File: config.mk
export PLATFORM = sky130hd
export DESIGN_NAME = pe_stream_sched
export DESIGN_NICKNAME = d
export VERILOG_FILES = /design/src/rtl/pe_stream_sched_pkg.sv /design/src/rtl/pe_chan_demux.sv /design/src/rtl/pe_stream_sched.sv
export SDC_FILE = /design/constraint.sdc
export NUM_CORES = 1
export LEC_CHECK = 0
export CAP_MARGIN = 20
export CORE_AREA = 2 2 103 105
export DETAILED_ROUTE_END_ITERATION = 8
export DIE_AREA = 0 0 105 107
export PLACE_DENSITY = 0.92
export SYNTH_ARGS = -nofsm -noshare
export SYNTH_HDL_FRONTEND = slang
export SYNTH_HIERARCHICAL = 1
export SYNTH_SLANG_ARGS = --single-unit
File: constraint.sdc
create_clock -name clk -period 8.26 [get_ports clk]
set_clock_uncertainty 0.2 [all_clocks]
set_input_delay 0.826 -clock clk [delete_from_list [all_inputs] [get_ports clk]]
set_output_delay 0.826 -clock clk [all_outputs]
set_load 0.005 [all_outputs]
File: src/rtl/pe_stream_sched_pkg.sv
// Shared definitions for the per-PE stream scheduler: cfg field layout, phase encoding
// and the per-phase word-count rule.
package pe_stream_sched_pkg;

  localparam int CFG_W  = 13;
  localparam int CFG_DW = 12;
  localparam int RS_LSB = 10;
  localparam int U_BIT  = 9;
  localparam int P_LSB  = 7;
  localparam int F_LSB  = 2;
  localparam int Q_LSB  = 0;

  typedef enum logic [2:0] {
    PH_IDLE,
    PH_CFG,
    PH_FILTER,
    PH_IFMAP,
    PH_DW_IPSUM,
    PH_PW_IPSUM,
    PH_OPSUM,
    PH_DONE
  } phase_e;

  // Words the PE consumes/produces in a phase; cfg fields are stored minus one.
  function automatic logic [4:0] phase_count(input phase_e ph, input logic [CFG_W-1:0] c,
                                             input logic first_col);
    logic [4:0] p, q, rs, u;
    p  = {3'd0, c[P_LSB+:2]} + 5'd1;
    q  = {3'd0, c[Q_LSB+:2]} + 5'd1;
    rs = {3'd0, c[RS_LSB+:2]} + 5'd1;
    u  = {4'd0, c[U_BIT]} + 5'd1;
    case (ph)
      PH_FILTER:             phase_count = p * rs;
      PH_IFMAP:              phase_count = first_col ? rs : u;
      PH_DW_IPSUM:           phase_count = c[CFG_DW] ? q : p;
      PH_PW_IPSUM, PH_OPSUM: phase_count = p;
      default:               phase_count = 5'd0;
    endcase
  endfunction

endpackage

File: src/rtl/pe_chan_demux.sv
// Steers upstream valid/ready onto the PE channel selected by the current phase.
// Purely combinational; a stalled side simply holds the other side's valid/ready low.
module pe_chan_demux
  import pe_stream_sched_pkg::*;
(
  input  phase_e phase_i,
  input  logic   in_valid_i,
  input  logic   filter_ready_i,
  input  logic   ifmap_ready_i,
  input  logic   dw_ready_i,
  input  logic   pw_ready_i,
  input  logic   opsum_valid_i,
  input  logic   out_ready_i,
  output logic   filter_valid_o,
  output logic   ifmap_valid_o,
  output logic   dw_valid_o,
  output logic   pw_valid_o,
  output logic   in_ready_o,
  output logic   out_valid_o,
  output logic   opsum_ready_o
);

  always_comb begin
    filter_valid_o = 1'b0;
    ifmap_valid_o  = 1'b0;
    dw_valid_o     = 1'b0;
    pw_valid_o     = 1'b0;
    in_ready_o     = 1'b0;
    out_valid_o    = 1'b0;
    opsum_ready_o  = 1'b0;
    case (phase_i)
      PH_FILTER: begin
        filter_valid_o = in_valid_i;
        in_ready_o     = filter_ready_i;
      end
      PH_IFMAP: begin
        ifmap_valid_o = in_valid_i;
        in_ready_o    = ifmap_ready_i;
      end
      PH_DW_IPSUM: begin
        dw_valid_o = in_valid_i;
        in_ready_o = dw_ready_i;
      end
      PH_PW_IPSUM: begin
        pw_valid_o = in_valid_i;
        in_ready_o = pw_ready_i;
      end
      PH_OPSUM: begin
        out_valid_o   = opsum_valid_i;
        opsum_ready_o = out_ready_i;
      end
      default: ;
    endcase
  end

endmodule

File: src/rtl/pe_stream_sched.sv
// Job sequencer for one PE: config pulse, then filter/ifmap/ipsum/opsum phases per column.
// Handshakes pass through with zero latency; stalls on either side freeze state and counters.
module pe_stream_sched
  import pe_stream_sched_pkg::*;
#(
  parameter int DATA_BITS   = 32,
  parameter int CONFIG_SIZE = 13
) (
  input  logic                   clk,
  input  logic                   rst,
  input  logic                   start,
  input  logic [CONFIG_SIZE-1:0] cfg,
  output logic                   busy,
  output logic                   done,
  input  logic [DATA_BITS-1:0]   in_data,
  input  logic                   in_valid,
  output logic                   in_ready,
  output logic [DATA_BITS-1:0]   out_data,
  output logic                   out_valid,
  input  logic                   out_ready,
  output logic                   PE_en,
  output logic [CONFIG_SIZE-1:0] i_config,
  output logic [DATA_BITS-1:0]   ifmap,
  output logic [DATA_BITS-1:0]   filter,
  output logic [DATA_BITS-1:0]   depthwise_ipsum,
  output logic [DATA_BITS-1:0]   pointwise_ipsum,
  output logic                   ifmap_valid,
  output logic                   filter_valid,
  output logic                   depthwise_ipsum_valid,
  output logic                   pointwise_ipsum_valid,
  input  logic                   ifmap_ready,
  input  logic                   filter_ready,
  input  logic                   depthwise_ipsum_ready,
  input  logic                   pointwise_ipsum_ready,
  input  logic [DATA_BITS-1:0]   opsum,
  input  logic                   opsum_valid,
  output logic                   opsum_ready
);

  phase_e                 state_q;
  phase_e                 next_phase;
  logic [4:0]             word_cnt_q;
  logic [4:0]             col_cnt_q;
  logic [CONFIG_SIZE-1:0] cfg_q;
  logic [4:0]             phase_cnt;
  logic                   xfer;
  logic                   last_word;
  logic                   last_col;

  pe_chan_demux u_demux (
    .phase_i        (state_q),
    .in_valid_i     (in_valid),
    .filter_ready_i (filter_ready),
    .ifmap_ready_i  (ifmap_ready),
    .dw_ready_i     (depthwise_ipsum_ready),
    .pw_ready_i     (pointwise_ipsum_ready),
    .opsum_valid_i  (opsum_valid),
    .out_ready_i    (out_ready),
    .filter_valid_o (filter_valid),
    .ifmap_valid_o  (ifmap_valid),
    .dw_valid_o     (depthwise_ipsum_valid),
    .pw_valid_o     (pointwise_ipsum_valid),
    .in_ready_o     (in_ready),
    .out_valid_o    (out_valid),
    .opsum_ready_o  (opsum_ready)
  );

  assign filter          = in_data;
  assign ifmap           = in_data;
  assign depthwise_ipsum = in_data;
  assign pointwise_ipsum = in_data;
  assign out_data        = opsum;

  assign busy     = (state_q != PH_IDLE);
  assign done     = (state_q == PH_DONE);
  assign PE_en    = (state_q == PH_CFG);
  assign i_config = cfg_q;

  assign phase_cnt = phase_count(state_q, cfg_q, col_cnt_q == 5'd0);
  assign xfer      = (state_q == PH_OPSUM) ? (out_valid && out_ready) : (in_valid && in_ready);
  assign last_word = (word_cnt_q + 5'd1) == phase_cnt;
  assign last_col  = (col_cnt_q == cfg_q[F_LSB+:5]);

  always_comb begin
    next_phase = state_q;
    case (state_q)
      PH_FILTER:   next_phase = PH_IFMAP;
      PH_IFMAP:    next_phase = PH_DW_IPSUM;
      PH_DW_IPSUM: next_phase = cfg_q[CFG_DW] ? PH_PW_IPSUM : PH_OPSUM;
      PH_PW_IPSUM: next_phase = PH_OPSUM;
      PH_OPSUM:    next_phase = last_col ? PH_DONE : PH_IFMAP;
      default:     next_phase = state_q;
    endcase
  end

  always_ff @(posedge clk or posedge rst) begin
    if (rst) begin
      state_q    <= PH_IDLE;
      word_cnt_q <= '0;
      col_cnt_q  <= '0;
      cfg_q      <= '0;
    end else begin
      case (state_q)
        PH_IDLE: begin
          if (start) begin
            cfg_q      <= cfg;
            state_q    <= PH_CFG;
            word_cnt_q <= '0;
            col_cnt_q  <= '0;
          end
        end
        PH_CFG:  state_q <= PH_FILTER;
        PH_DONE: state_q <= PH_IDLE;
        default: begin
          if (xfer) begin
            if (last_word) begin
              word_cnt_q <= '0;
              state_q    <= next_phase;
              if (state_q == PH_OPSUM && !last_col) col_cnt_q <= col_cnt_q + 5'd1;
            end else begin
              word_cnt_q <= word_cnt_q + 5'd1;
            end
          end
        end
      endcase
    end
  end

endmodule

==> reports/summary.md <==
* 105 um — Die X
* 368 — post-synthesis instance total
* 1257 um^2 — area of combinational cells with multiple inputs
* 0 — hold-fix buffer count after cts
* 1979 — vias in the first global route
* sky130_fd_sc_hd__buf_4 (38%), sky130_fd_sc_hd__dfrtp_1 (20%), sky130_fd_sc_hd__mux2_2 (5.0%) — largest cells by area after synthesis
* register — startpoint type of the worst setup path
* word_cnt_q[4] — origin of the worst min-delay path
* 4.37 ns — critical path data arrival time
* 6723 um — total routed wirelength
* 382 — number of cells in the design after placement
* 0.4027 — worst slew margin relative to its limit
* 0.53 ns — largest incremental delay on the critical path
* 0 — Setup Viol. Count Final
* 0 — Post-synth EDFFs
* 350 — number of nets at the end of the flow
* sky130_fd_sc_hd__clkbuf_8 — clock tree root buffer cell
* 3 — total CTS buffers
* 8.653 um^2 — post-synthesis average cell area
* adder cells — gate family responsible for the most delay along the worst path
* 11240 um^2 — Die Area
* 347.5 nW/um^2 — ratio of total power to cell area
* 270 — # IOs
* 26 — Synth Register Bits
* 1953 — Via Count
* 0 — number of antenna violations at the first check in global routing
* ha_1, and2_1, fa_1, ha_1, inv_1, fa_1, xor2_1, xnor2_1, xor2_1, o41ai_1, o211ai_4, a311oi_2, o32ai_1, or3_1 — worst-path cell chain
* 206.8 uV — maximum resistive drop on vdd
* 107 um — die height
* 0.3772 — area share of the largest cell type after synthesis
* 0.2043 — part of the Yosys area used for sequential elements
* 226.5 MHz — max frequency
* sky130_fd_sc_hd__fa_1 — cell with the biggest individual delay on the critical path
* 0.1155 — share of layout cells above drive strength 1
* 0.27 ns — Clk Latency, worst-skew pair
* false — setup repair after global routing missed its margin
* 650.6 um^2 — sequential standard cell area
* 0 — Resize count post-CTS
* 0 ns — Setup TNS
* register — type of element capturing the critical path
* 0 — post-route ant nets
* 1.046 nW — leakage
* sky130_fd_sc_hd__buf_4 — library cell occupying the most area in the post-synthesis netlist
* 387 — post-route non-filler standard cell count
* sky130_fd_sc_hd__dfrtp_1 — top flip-flop cell by instance count after synthesis
* 0.09 ns — clock slew at the register clock pins of the worst setup and hold paths
* 0 — buffer count from post-CTS setup fixing
* 3184 um^2 — synthesized area
* 466 — Synth Net Count
* complete, no violations — status
* 0 — final-report max-slew violation count
* done — TritonCTS clock tree
* i_config[7] — source of the worst register-to-register timing path
* 1.000 — proportion of synthesized flip-flops having asynchronous set or reset
* 0 — count of max-cap constraint violations
* reg -> reg — worst hold path class
* 8.22 ns — Worst Path Required
* 3.84 ns — register-to-register setup slack
* 0 — final routed DRC violation total
* 10290 um — first-pass GRT wire length
* 10 — worst-path fanout max
* 2 — maximum clock path buffer count
* 0 — Antenna diodes
* -15.95% — area grow syn2layout
* 117 — violation count after the first detailed-route iteration
* reg -> reg — worst setup path category
* 1072 — number of fillers in the final layout
* 5370 um — placed wire-length estimate after detailed placement
* 0 — GR Overflow Total
* 1 — worst path buffer plus inverter count
* sky130_fd_sc_hd__buf_4 — most common cell in the synthesized netlist
* 10090 um^2 — placeable core region
* i_config[7] — crit path from
* 5.047 — routed vias/inst
* 4.416 ns — final critical delay including setup and external delays
* 6 — synthesis warning total
* 53 — synth unique cells
* 37 — placement row count
* 1 — H-tree levels
* 0.5346 — share of the cycle needed by the critical path after routing
* 45 — Port-buffer cells
* 32 — largest net degree at the start of global routing
* 0 — final count of hold timing violations
* 0.3155 — Starting Density
* 0.8439 — weighted congestion at the end of routability-driven global placement
* 0.1134 — global-route usage over all layers
* sky130_fd_sc_hd__buf_4 (160), sky130_fd_sc_hd__dfrtp_1 (26), sky130_fd_sc_hd__mux2_2 (14), sky130_fd_sc_hd__nand2_1 (14), sky130_fd_sc_hd__nor2_1 (13) — Commonest cells post-synth
* 0.8959 ns — Worst Tran Pin Value
* 26 — clock sink count
* 4 — Pre-antenna DRT Iters
* 17.37 um — routed wire length per instance
-- power breakdown --
part	total (mW)	switching [mW]	internal, mW	leakage (nW)
clock network	0.106	0.0410	0.0649	0.0357
registers	0.276	0.0954	0.180	0.318
logic	0.548	0.260	0.288	0.693
total	0.930	0.397	0.533	1.05
-- area by class of cell --
type / count / share of cell area
Clock buffer: 3 / 0.01543
Multi-Input combinational cell: 163 / 0.4698
Clock inverter: 1 / 0.01122
Tap cell: 136 / 0.06358
Sequential cell: 26 / 0.2431
Inverter: 11 / 0.01543
Timing Repair Buffer: 47 / 0.1814
-- state kept, by name, indices dropped and copies added, names as in the netlist --
name        cells
col_cnt_q       5
word_cnt_q      5
state_q         3
i_config       13
-- cell families (layout without fill, tap and decap cells) --
family | count (synthesis) | in the layout | share of synthesized area
simple gates | 81 | 81 | 0.1497
buf+inv | 179 | 62 | 0.4024
flops | 26 | 26 | 0.2043
xor+xnor | 15 | 15 | 0.04126
compound gates | 36 | 36 | 0.08605
mux | 20 | 20 | 0.06837
fa+ha+maj | 11 | 11 | 0.04794
-- worst reg2reg max path, stage by stage (launching register included) --
cell and delay (ns):
sky130_fd_sc_hd__dfrtp_1 0.46, sky130_fd_sc_hd__ha_1 0.37, sky130_fd_sc_hd__and2_1 0.20, sky130_fd_sc_hd__fa_1 0.53, sky130_fd_sc_hd__ha_1 0.15, sky130_fd_sc_hd__inv_1 0.05, sky130_fd_sc_hd__fa_1 0.37, sky130_fd_sc_hd__xor2_1 0.16
sky130_fd_sc_hd__xnor2_1 0.26, sky130_fd_sc_hd__xor2_1 0.11, sky130_fd_sc_hd__o41ai_1 0.48, sky130_fd_sc_hd__o211ai_4 0.21, sky130_fd_sc_hd__a311oi_2 0.30, sky130_fd_sc_hd__o32ai_1 0.12, sky130_fd_sc_hd__or3_1 0.36
-- metal layers --
layer | part of all wire | vias up | global-route usage
li1 | - | 842 | -
met1 | 0.30 | 895 | 0.09925
met2 | 0.51 | 199 | 0.2045
met3 | 0.17 | 17 | 0.08389
met4 | 0.016 | 0 | 0.03143
met5 | 0 | - | 0
-- through the flow --
step           total power, mW  worst slack (ns)  cell area, um^2    util  hold slack, ns
6_report                0.9299             3.844             2676  0.2652          0.3398
3_5_place_dp            0.8151             3.867             2577  0.2554          0.3211
5_1_grt                  1.003             3.658             2676  0.2652          0.3649
2_1_floorplan           0.6942             4.225             3184       -          0.3011
3_3_place_gp            0.7841             4.111             2577  0.2554          0.3137
4_1_cts                 0.9296             3.847             2649  0.2625          0.3416
-- worst paths after layout --
check | endpoint | depth (start not counted)
max | state_q[0] | 14
max reg2reg | state_q[0] | 14
min reg2reg | word_cnt_q[4] | 1
min in group asynchronous | i_config[11] | 2
max in group asynchronous | word_cnt_q[4] | 3
min | word_cnt_q[4] | 1
-- layout by cell type, fill, tap and decap left out, types with 5 or more instances in the layout --
cell	synthesis	final
sky130_fd_sc_hd__clkdlybuf4s50_1	0	45
sky130_fd_sc_hd__dfrtp_1	26	26
sky130_fd_sc_hd__nand2_1	14	14
sky130_fd_sc_hd__mux2_2	14	14
sky130_fd_sc_hd__nor2_1	13	13
sky130_fd_sc_hd__nand3_1	11	11
sky130_fd_sc_hd__inv_1	11	11
sky130_fd_sc_hd__ha_1	9	9
sky130_fd_sc_hd__xnor2_1	8	8
sky130_fd_sc_hd__xor2_1	7	7
sky130_fd_sc_hd__mux2i_1	6	6
sky130_fd_sc_hd__nor2b_1	6	6
sky130_fd_sc_hd__a21oi_1	5	5
sky130_fd_sc_hd__nand2b_1	5	5
sky130_fd_sc_hd__o21ai_0	5	5
(Power assumes the default switching activity.)
